## config.mk

```make
export PLATFORM = sky130hd
export DESIGN_NAME = dm_ctrl_flat
export DESIGN_NICKNAME = d
export VERILOG_FILES = /design/src/rtl/dm_ctrl_pkg.sv /design/src/rtl/dm_ctrl_if.sv /design/src/rtl/dm_ctrl.sv /design/src/flat_wrapper.sv
export SDC_FILE = /design/constraint.sdc
export NUM_CORES = 1
export LEC_CHECK = 0
export BUFFER_PORTS_ARGS = -buffer_cell sky130_fd_sc_hd__buf_2
export CORE_ASPECT_RATIO = 0.8
export CORE_MARGIN = 2
export CORE_UTILIZATION = 45
export DETAILED_ROUTE_END_ITERATION = 10
export PLACE_DENSITY = 0.86
export SLEW_MARGIN = 20
export SYNTH_ARGS = -nofsm -noshare
export SYNTH_HDL_FRONTEND = slang
export SYNTH_SLANG_ARGS = --single-unit
```

## constraint.sdc

```tcl
create_clock -name clk -period 3.65 [get_ports clk]
set_input_delay 0.5475 -clock clk [delete_from_list [all_inputs] [get_ports clk]]
set_output_delay 0.5475 -clock clk [all_outputs]
set_load 0.1 [all_outputs]
```

## src/rtl/dm_ctrl_pkg.sv

```systemverilog
// Shared pipeline definitions for the data-memory controller: bus word type,
// default geometry and the controller FSM state encoding.
package dm_ctrl_pkg;

    localparam int REG_W       = 32;
    localparam int DM_AW_DEF   = 14;
    localparam int TIMEOUT_DEF = 16;
    localparam int CNT_W       = 8;

    typedef logic [REG_W-1:0] reg_bus_t;

    localparam reg_bus_t ZERO_WORD    = '0;
    localparam logic     READ_ENABLE  = 1'b1;
    localparam logic     WRITE_ENABLE = 1'b1;

    typedef enum logic [1:0] {
        IDLE  = 2'd0,
        READ  = 2'd1,
        WRITE = 2'd2,
        RESP  = 2'd3
    } dm_state_e;

endpackage

```

## src/rtl/dm_ctrl_if.sv

```systemverilog
// Data-memory bus between the MEM-stage controller (master) and the memory (slave).
interface dm_ctrl_if
    import dm_ctrl_pkg::*;
#(
    parameter int DM_AW = DM_AW_DEF
) ();

    logic             dm_cs;
    logic             dm_we;
    logic [DM_AW-1:0] dm_addr;
    reg_bus_t         dm_wdata;
    reg_bus_t         dm_rdata;
    logic             dm_ack;

    modport master (
        output dm_cs,
        output dm_we,
        output dm_addr,
        output dm_wdata,
        input  dm_rdata,
        input  dm_ack
    );

    modport slave (
        input  dm_cs,
        input  dm_we,
        input  dm_addr,
        input  dm_wdata,
        output dm_rdata,
        output dm_ack
    );

endinterface

```

## src/rtl/dm_ctrl.sv

```systemverilog
// MEM-stage data-memory controller: issues word loads/stores, stalls the
// pipeline until dm_ack or timeout, and reports misaligned/conflicting accesses.
module dm_ctrl
    import dm_ctrl_pkg::*;
#(
    parameter int DM_AW   = DM_AW_DEF,
    parameter int TIMEOUT = TIMEOUT_DEF
) (
    input  logic      clk,
    input  logic      rst,
    input  logic      mem_DM_read,
    input  logic      mem_DM_write,
    input  reg_bus_t  mem_alu_result,
    input  reg_bus_t  mem_sw_o,
    output logic      mem_stall,
    output reg_bus_t  mem_lw_data,
    output logic      mem_lw_valid,
    output logic      mem_dm_err,
    dm_ctrl_if.master dm
);

    // The request cycle in IDLE is the first wait cycle, so the last READ/WRITE
    // cycle before timeout is the one where the counter holds TIMEOUT-2.
    localparam logic [CNT_W-1:0] CNT_LAST = CNT_W'(TIMEOUT - 2);

    dm_state_e        state;
    logic [CNT_W-1:0] cnt;
    logic             err_q;

    logic aligned;
    logic req_rd;
    logic req_wr;
    logic req_bad;
    logic in_access;
    logic issue;
    logic unused_addr_bits;

    always_comb begin
        aligned   = (mem_alu_result[1:0] == 2'b00);
        req_rd    = mem_DM_read & ~mem_DM_write & aligned;
        req_wr    = mem_DM_write & ~mem_DM_read & aligned;
        req_bad   = (mem_DM_read | mem_DM_write) & ~(req_rd | req_wr);
        in_access = (state == READ) || (state == WRITE);
        issue     = (state == IDLE) && (req_rd || req_wr);
    end

    // Reset gates the combinational strobes so an in-flight access drops at once.
    always_comb begin
        dm.dm_cs    = ~rst & (issue | in_access);
        dm.dm_we    = ~rst & (((state == IDLE) & req_wr) | (state == WRITE));
        dm.dm_addr  = mem_alu_result[DM_AW+1:2];
        dm.dm_wdata = mem_sw_o;
        mem_stall   = ~rst & (issue | in_access);
        mem_dm_err  = ~rst & (err_q | ((state == IDLE) & req_bad));
    end

    assign unused_addr_bits = ^{mem_alu_result[REG_W-1:DM_AW+2]};

    always_ff @(posedge clk or posedge rst) begin
        if (rst) begin
            state        <= IDLE;
            cnt          <= '0;
            mem_lw_data  <= ZERO_WORD;
            mem_lw_valid <= 1'b0;
            err_q        <= 1'b0;
        end else begin
            mem_lw_valid <= 1'b0;
            err_q        <= 1'b0;
            case (state)
                IDLE: begin
                    if (issue) begin
                        cnt <= '0;
                        if (dm.dm_ack) begin
                            state        <= RESP;
                            mem_lw_valid <= req_rd;
                            if (req_rd) begin
                                mem_lw_data <= dm.dm_rdata;
                            end
                        end else begin
                            state <= req_rd ? READ : WRITE;
                        end
                    end
                end
                READ, WRITE: begin
                    if (dm.dm_ack) begin
                        state        <= RESP;
                        mem_lw_valid <= (state == READ);
                        if (state == READ) begin
                            mem_lw_data <= dm.dm_rdata;
                        end
                    end else if (cnt == CNT_LAST) begin
                        state        <= RESP;
                        err_q        <= 1'b1;
                        mem_lw_valid <= (state == READ);
                        if (state == READ) begin
                            mem_lw_data <= ZERO_WORD;
                        end
                    end else begin
                        cnt <= cnt + 1'b1;
                    end
                end
                RESP: begin
                    state <= IDLE;
                end
                default: begin
                    state <= IDLE;
                end
            endcase
        end
    end

endmodule

```

## src/flat_wrapper.sv

```systemverilog
// flat-port wrapper written by rule: the top's interface ports become plain ports
module dm_ctrl_flat import dm_ctrl_pkg::*;
#(
    parameter int DM_AW   = DM_AW_DEF,
    parameter int TIMEOUT = TIMEOUT_DEF
)
  (clk, rst, mem_DM_read, mem_DM_write, mem_alu_result, mem_sw_o, mem_stall, mem_lw_data, mem_lw_valid, mem_dm_err, dm_dm_cs, dm_dm_we, dm_dm_addr, dm_dm_wdata, dm_dm_rdata, dm_dm_ack);
  dm_ctrl_if #(.DM_AW(DM_AW)) dm_i ();
  input  logic clk;
  input  logic rst;
  input  logic mem_DM_read;
  input  logic mem_DM_write;
  input  reg_bus_t mem_alu_result;
  input  reg_bus_t mem_sw_o;
  output logic mem_stall;
  output reg_bus_t mem_lw_data;
  output logic mem_lw_valid;
  output logic mem_dm_err;
  output wire logic [$bits(dm_i.dm_cs)-1:0] dm_dm_cs;
  output wire logic [$bits(dm_i.dm_we)-1:0] dm_dm_we;
  output wire logic [$bits(dm_i.dm_addr)-1:0] dm_dm_addr;
  output wire logic [$bits(dm_i.dm_wdata)-1:0] dm_dm_wdata;
  input wire logic [$bits(dm_i.dm_rdata)-1:0] dm_dm_rdata;
  input wire logic [$bits(dm_i.dm_ack)-1:0] dm_dm_ack;
  assign dm_dm_cs = dm_i.dm_cs;
  assign dm_dm_we = dm_i.dm_we;
  assign dm_dm_addr = dm_i.dm_addr;
  assign dm_dm_wdata = dm_i.dm_wdata;
  assign dm_i.dm_rdata = dm_dm_rdata;
  assign dm_i.dm_ack = dm_dm_ack;
  dm_ctrl #(.DM_AW(DM_AW), .TIMEOUT(TIMEOUT)) u_core (.clk(clk), .rst(rst), .mem_DM_read(mem_DM_read), .mem_DM_write(mem_DM_write), .mem_alu_result(mem_alu_result), .mem_sw_o(mem_sw_o), .mem_stall(mem_stall), .mem_lw_data(mem_lw_data), .mem_lw_valid(mem_lw_valid), .mem_dm_err(mem_dm_err), .dm(dm_i));
endmodule
```

# Word level (Yosys, flattened, before mapping)
# Cells that the tools add are included.
[op_classes]
add_sub_neg = 1
eq_ne = 11
muxes = 26
n_bitwise = 19
n_reduce_logical = 10
[op_table]
columns = ["op", "count"]
rows = [
  ["$mux W32", 7],
  ["$pmux W32 S2", 1],
  ["$mux W8", 3],
  ["$pmux W8 S2", 1],
  ["$and A1 B1 Y1", 10],
  ["$mux W2", 5],
  ["$add A8 B1 Y8 const B", 1],
  ["$eq A8 B4 Y1 const B", 1],
  ["$mux W1", 7],
  ["$ne A2 B1 Y1 const B", 3],
  ["$ne A2 B2 Y1 const B", 3],
  ["$pmux W2 S3", 1],
  ["$reduce_and A6 Y1", 1],
  ["$or A1 B1 Y1", 5],
  ["$eq A2 B2 Y1 const B", 2],
  ["$logic_not A2 Y1", 2],
  ["$not A1 Y1", 4],
  ["$reduce_and A4 Y1", 1],
  ["$ne A3 B2 Y1 const B", 1],
  ["$eq A2 B1 Y1 const B", 1],
  ["$logic_or A1 B1 Y1", 2],
  ["$pmux W1 S2", 1],
  ["$reduce_and A2 Y1", 1],
  ["$reduce_bool A2 Y1", 1],
  ["other kinds (2)", 2],
]
[totals]
reg_bits = 44
inputBits = 101
out_inout_bits = 83
wordCells = 72

# Logic depth before layout (Yosys ltp)
[depth]
ltp_word = 9
ltp_mapped = 8

# Worst setup path after synthesis
# OpenSTA, ideal clock, no wires.
[synth_path]
kind = "register -> output"
from = "register u_core.state[0]"
to = "output port mem_stall"
arrival_time_ns = 3.117
t_required_ns = 3.102
setup_slack_ns = -0.015
path_stages_with_launch = 7
n_path_buf = 2
cell_sequence = "dfrtp_1 -> inv_1 -> ha_1 -> clkbuf_1 -> inv_1 -> a21oi_1 -> buf_4"
[synth_between]
elab_chain_cells = 4
word_cells_on_any_way = 7
classes_between = "eq/ne (2); bitwise (2); reduce/logical (3)"
[synth_rtl]
columns = ["item", "line_no", "text"]
rows = [
  ["start: declaration", "dm_ctrl.sv:26", "dm_state_e state;"],
  ["start signal: assignment", "dm_ctrl.sv:80", "state <= req_rd ? READ : WRITE;"],
  ["$eq A2 B1 Y1 (tied with other cells)", "dm_ctrl.sv:43", "in_access = (state == READ) || (state == WRITE);"],
  ["$logic_or A1 B1 Y1 / $logic_and A1 B1 Y1 (equally long branches)", "dm_ctrl.sv:43, dm_ctrl.sv:44", ""],
  ["$or A1 B1 Y1 *", "-", ""],
  ["$and A1 B1 Y1 *", "-", ""],
  ["end: declaration", "flat_wrapper.sv:15", "output logic mem_stall;"],
]
# Mark *: on every way between the ends. The rest lies on a longest branch, timed or not.

# Worst setup path in the final report
[layout_path]
from = "register u_core.state[0]"
to = "output port dm_dm_cs"
[layout_between]
elab_chain_cells = 4
word_cells_on_any_way = 7
classes_between = "eq/ne (2); bitwise (2); reduce/logical (3)"
[layout_rtl]
columns = ["item", "line_no", "text"]
rows = [
  ["$eq A2 B1 Y1 (tied with other cells)", "dm_ctrl.sv:43", ""],
  ["$logic_or A1 B1 Y1 / $logic_and A1 B1 Y1 (equally long branches)", "dm_ctrl.sv:43, dm_ctrl.sv:44", ""],
  ["$or A1 B1 Y1 *", "dm_ctrl.sv:49", "dm.dm_cs = ~rst & (issue | in_access);"],
  ["$and A1 B1 Y1 *", "dm_ctrl.sv:49", ""],
  ["end: declaration", "flat_wrapper.sv:19", "output wire logic [$bits(dm_i.dm_cs)-1:0] dm_dm_cs;"],
]
# Marked as above.

==> parameters.txt <==
Parameter                              Value

Drt
  Final ANT Viol Nets ... 0
  Router iterations before antenna repair ... 4
  Routed wire length ... 4790 um
  Wire length per cell after detailed routing ... 12.3 um
  DRC errors left ... 0
  Vias post-DR ... 1,908
  Number of design-rule violations left by the first detailed-router iteration ... 50
  Avg Vias per Cell ... 4.90

STA
  Max-slew headroom at the worst pin ... 37.5%
  Setup slack after layout ... 1.04 ns
  Fin. Hold Viols ... 0
  Unrepaired setup endpoints after global routing ... false
  Min cycle time layout ... 2.61 ns
  Total Neg Setup Slack ... 0 ns
  Maximum clock frequency ... 384 MHz
  Clk_skew ... 0.00393 ns
  Setup violations, final ... 0
  Slew Viols, Final ... 0
  Part of the cycle the worst path needs ... 71.4%
  Actual slew at the worst max-slew pin ... 0.938 ns

Finish
  Layout area overhead ... 4.42%
  Multi-input logic area ... 1030 um^2
  Fraction of final layout cells with drive strength greater than 1 ... 30.8%
  Diodes inserted ... 0
  Sequential cell area ... 1100 um^2
  Fillers ... 579
  Post-layout nets ... 417
  Final design instance area without fill ... 2840 um^2

Worst setup path
  Critical path cell sequence ... inv_1, ha_1, inv_1, a21oi_2, buf_2
  Signal arrival time at the worst endpoint ... 2.06 ns
  Minimum setup slack among reg-to-reg paths ... 1.20 ns
  Critical Path Max Stage Delay ... 0.45 ns
  Critical Path Most Common Cell ... inv_1
  CP Launch Type ... register
  Crit path max-delay family ... buffers and inverters
  Crit path buf inv count ... 3
  CP max stage cell ... ha_1
  Crit path capture type ... output port
  Required time of the worst setup path ... 3.10 ns
  Maximum fanout encountered on the critical timing path ... 9
  Crit Path Class ... reg2out

Global routing
  Wire length of the first global-routing pass ... 7960 um
  Number of global-route vias before repair ... 1,810
  GRT Util Overall ... 14.8%
  Initial antenna violation count ... 0
  Pin count of the biggest net entering global routing ... 45
  Total grt overflow ... 0

Synthesis
  Post-synthesis register bit count ... 44
  Post-synthesis cell type count ... 38
  Area of the mapped netlist ... 2720 um^2
  Area contributors post-synth ... dfrtp_1, buf_4, mux2i_1, inv_1, nand2_1
  Primary FF master, synth ... dfrtp_1
  Sequential element share of the synthesized area ... 40.5%
  Number of enable-type register cells in the synthesized netlist ... 0
  Number of nets in the synthesized netlist ... 391
  Synthesized netlist cell count ... 282
  Mean instance size in the synthesized netlist ... 9.64 um^2
  Proportion of netlist area held by the largest area contributor ... 40.5%
  Async S/R FF share, synth ... 100%
  Post-synth top area cell ... dfrtp_1
  Synth warnings ... 0

Clocking
  Bufs on Longest Clock Path ... 2
  Post-CTS clock slew at the launch and capture registers of the worst setup and hold paths ... 0.08 ns
  Number of H-tree branching levels ... 2
  Resized Gates After CTS ... 0
  Post-CTS Repair Setup Buffers ... 0
  Number of buffers created by CTS ... 5
  Number of hold buffers added after cts ... 0
  Number of sinks handled by clock tree synthesis ... 44
  Source-to-sink clock delay at the later pin of the worst-skew pair ... 0.29 ns
  TritonCTS clock tree ... yes
  Clock root buffer ... clkbuf_8

Placed design
  Final HPWL DP ... 3420 um
  Total of buffers placed on input and output ports ... 75
  Area after detailed placement ... 2760 um^2
  RePlAce Congestion ... 0.810
  Place WS ... 1.19 ns

Floorplanning
  Core Rows ... 25
  Starting density of the core ... 46.2%
  Height of the die ... 73.5 um
  I/O pin total ... 184
  Floorplan Core Area ... 5880 um^2
  Width of the chip ... 90.9 um
  Die footprint ... 6680 um^2

Outcome
  Run status ... finished, final reports clean

Hold path
  Hold WC Path Type ... in2async

Flow run
  Reported max-cap violation count ... 0
[Yosys cell counts (4+ instances only)]
| cell type | instances |
|---|---|
| a21oi_1 | 5 |
| inv_1 | 40 |
| o41ai_1 | 7 |
| mux2i_1 | 33 |
| clkbuf_1 | 6 |
| dfrtp_1 | 44 |
| buf_4 | 47 |
| nor2_1 | 9 |
| nand2_1 | 37 |
| ha_1 | 8 |
| nand3_1 | 4 |
[per-layer routing]
metal / global-route usage, % / vias to the layer above / part of all wire [%]
met1: 18.1 / 904 / 46
li1: - / 924 / -
met2: 23.6 / 68 / 45
met5: 0 / - / 0
met3: 6.26 / 12 / 7.3
met4: 5.56 / 0 / 0.94
[flip-flops by register name (all words and copies together), names as in the netlist]
name and count:
u_core.cnt 8, u_core.err_q 1, u_core.mem_lw_data 32, u_core.mem_lw_valid 1, u_core.state 2
[layout make-up]
| cell class | count | area share, % |
|---|---|---|
| clock inverters | 1 | 0.176 |
| repair buffers | 76 | 13.5 |
| flip-flops and latches | 44 | 38.8 |
| inverters | 40 | 5.29 |
| clock buffers | 6 | 2.56 |
| multi-input cells | 141 | 36.1 |
| well taps | 81 | 3.57 |
[cells by family after synthesis]
| kind of cell | after synthesis | synth area share [%] |
|---|---|---|
| mux | 36 | 13.4 |
| compound gates | 29 | 8.01 |
| fa+ha+maj | 8 | 3.68 |
| xor+xnor | 1 | 0.322 |
| simple gates | 67 | 12.1 |
| buf+inv | 97 | 22.0 |
| flops | 44 | 40.5 |
[path summary, 6_finish.rpt]
path                                                         start                                  to  cells after the start
worst max-delay path                   u_core.state[0]$_DFFE_PP0P_                            dm_dm_cs                      5
worst min register to register  u_core.mem_lw_data[23]$_DFFE_PP0P_  u_core.mem_lw_data[23]$_DFFE_PP0P_                      2
worst max register to register         u_core.state[0]$_DFFE_PP0P_   u_core.mem_lw_data[2]$_DFFE_PP0P_                      5
min in group clk                                    dm_dm_rdata[6]   u_core.mem_lw_data[6]$_DFFE_PP0P_                      3
max in group asynchronous                                      rst              u_core.err_q$_DFF_PP0_                      2
worst min-delay path                                           rst           u_core.cnt[4]$_DFFE_PP0P_                      2
[cell usage in the layout (no fill, tap or decap), drive strengths merged, types with 2 or more instances in the layout]
cell    instances
buf            76
dfrtp          44
inv            40
nand2          37
mux2i          33
nor2            9
ha              8
o41ai           7
clkbuf          6
a21oi           5
nand3           5
nand2b          3
nand4           3
mux2            3
nor3            3
o21ai           3
a21boi          3
a41oi           2
o31ai           2
and4            2
[stage by stage]
stage | utilization (%) | instances | hold WS [ns]
2_1_floorplan | - | 282 | 0.514
3_3_place_gp | 47.0 | 382 | 0.505
3_5_place_dp | 47.0 | 382 | 0.509
4_1_cts | 48.3 | 389 | 0.473
5_1_grt | 48.3 | 389 | 0.479
6_report | 48.3 | 389 | 0.468
Power is not shown: default switching activity piles up to over one toggle a cycle in this logic, so the estimate is an artifact.
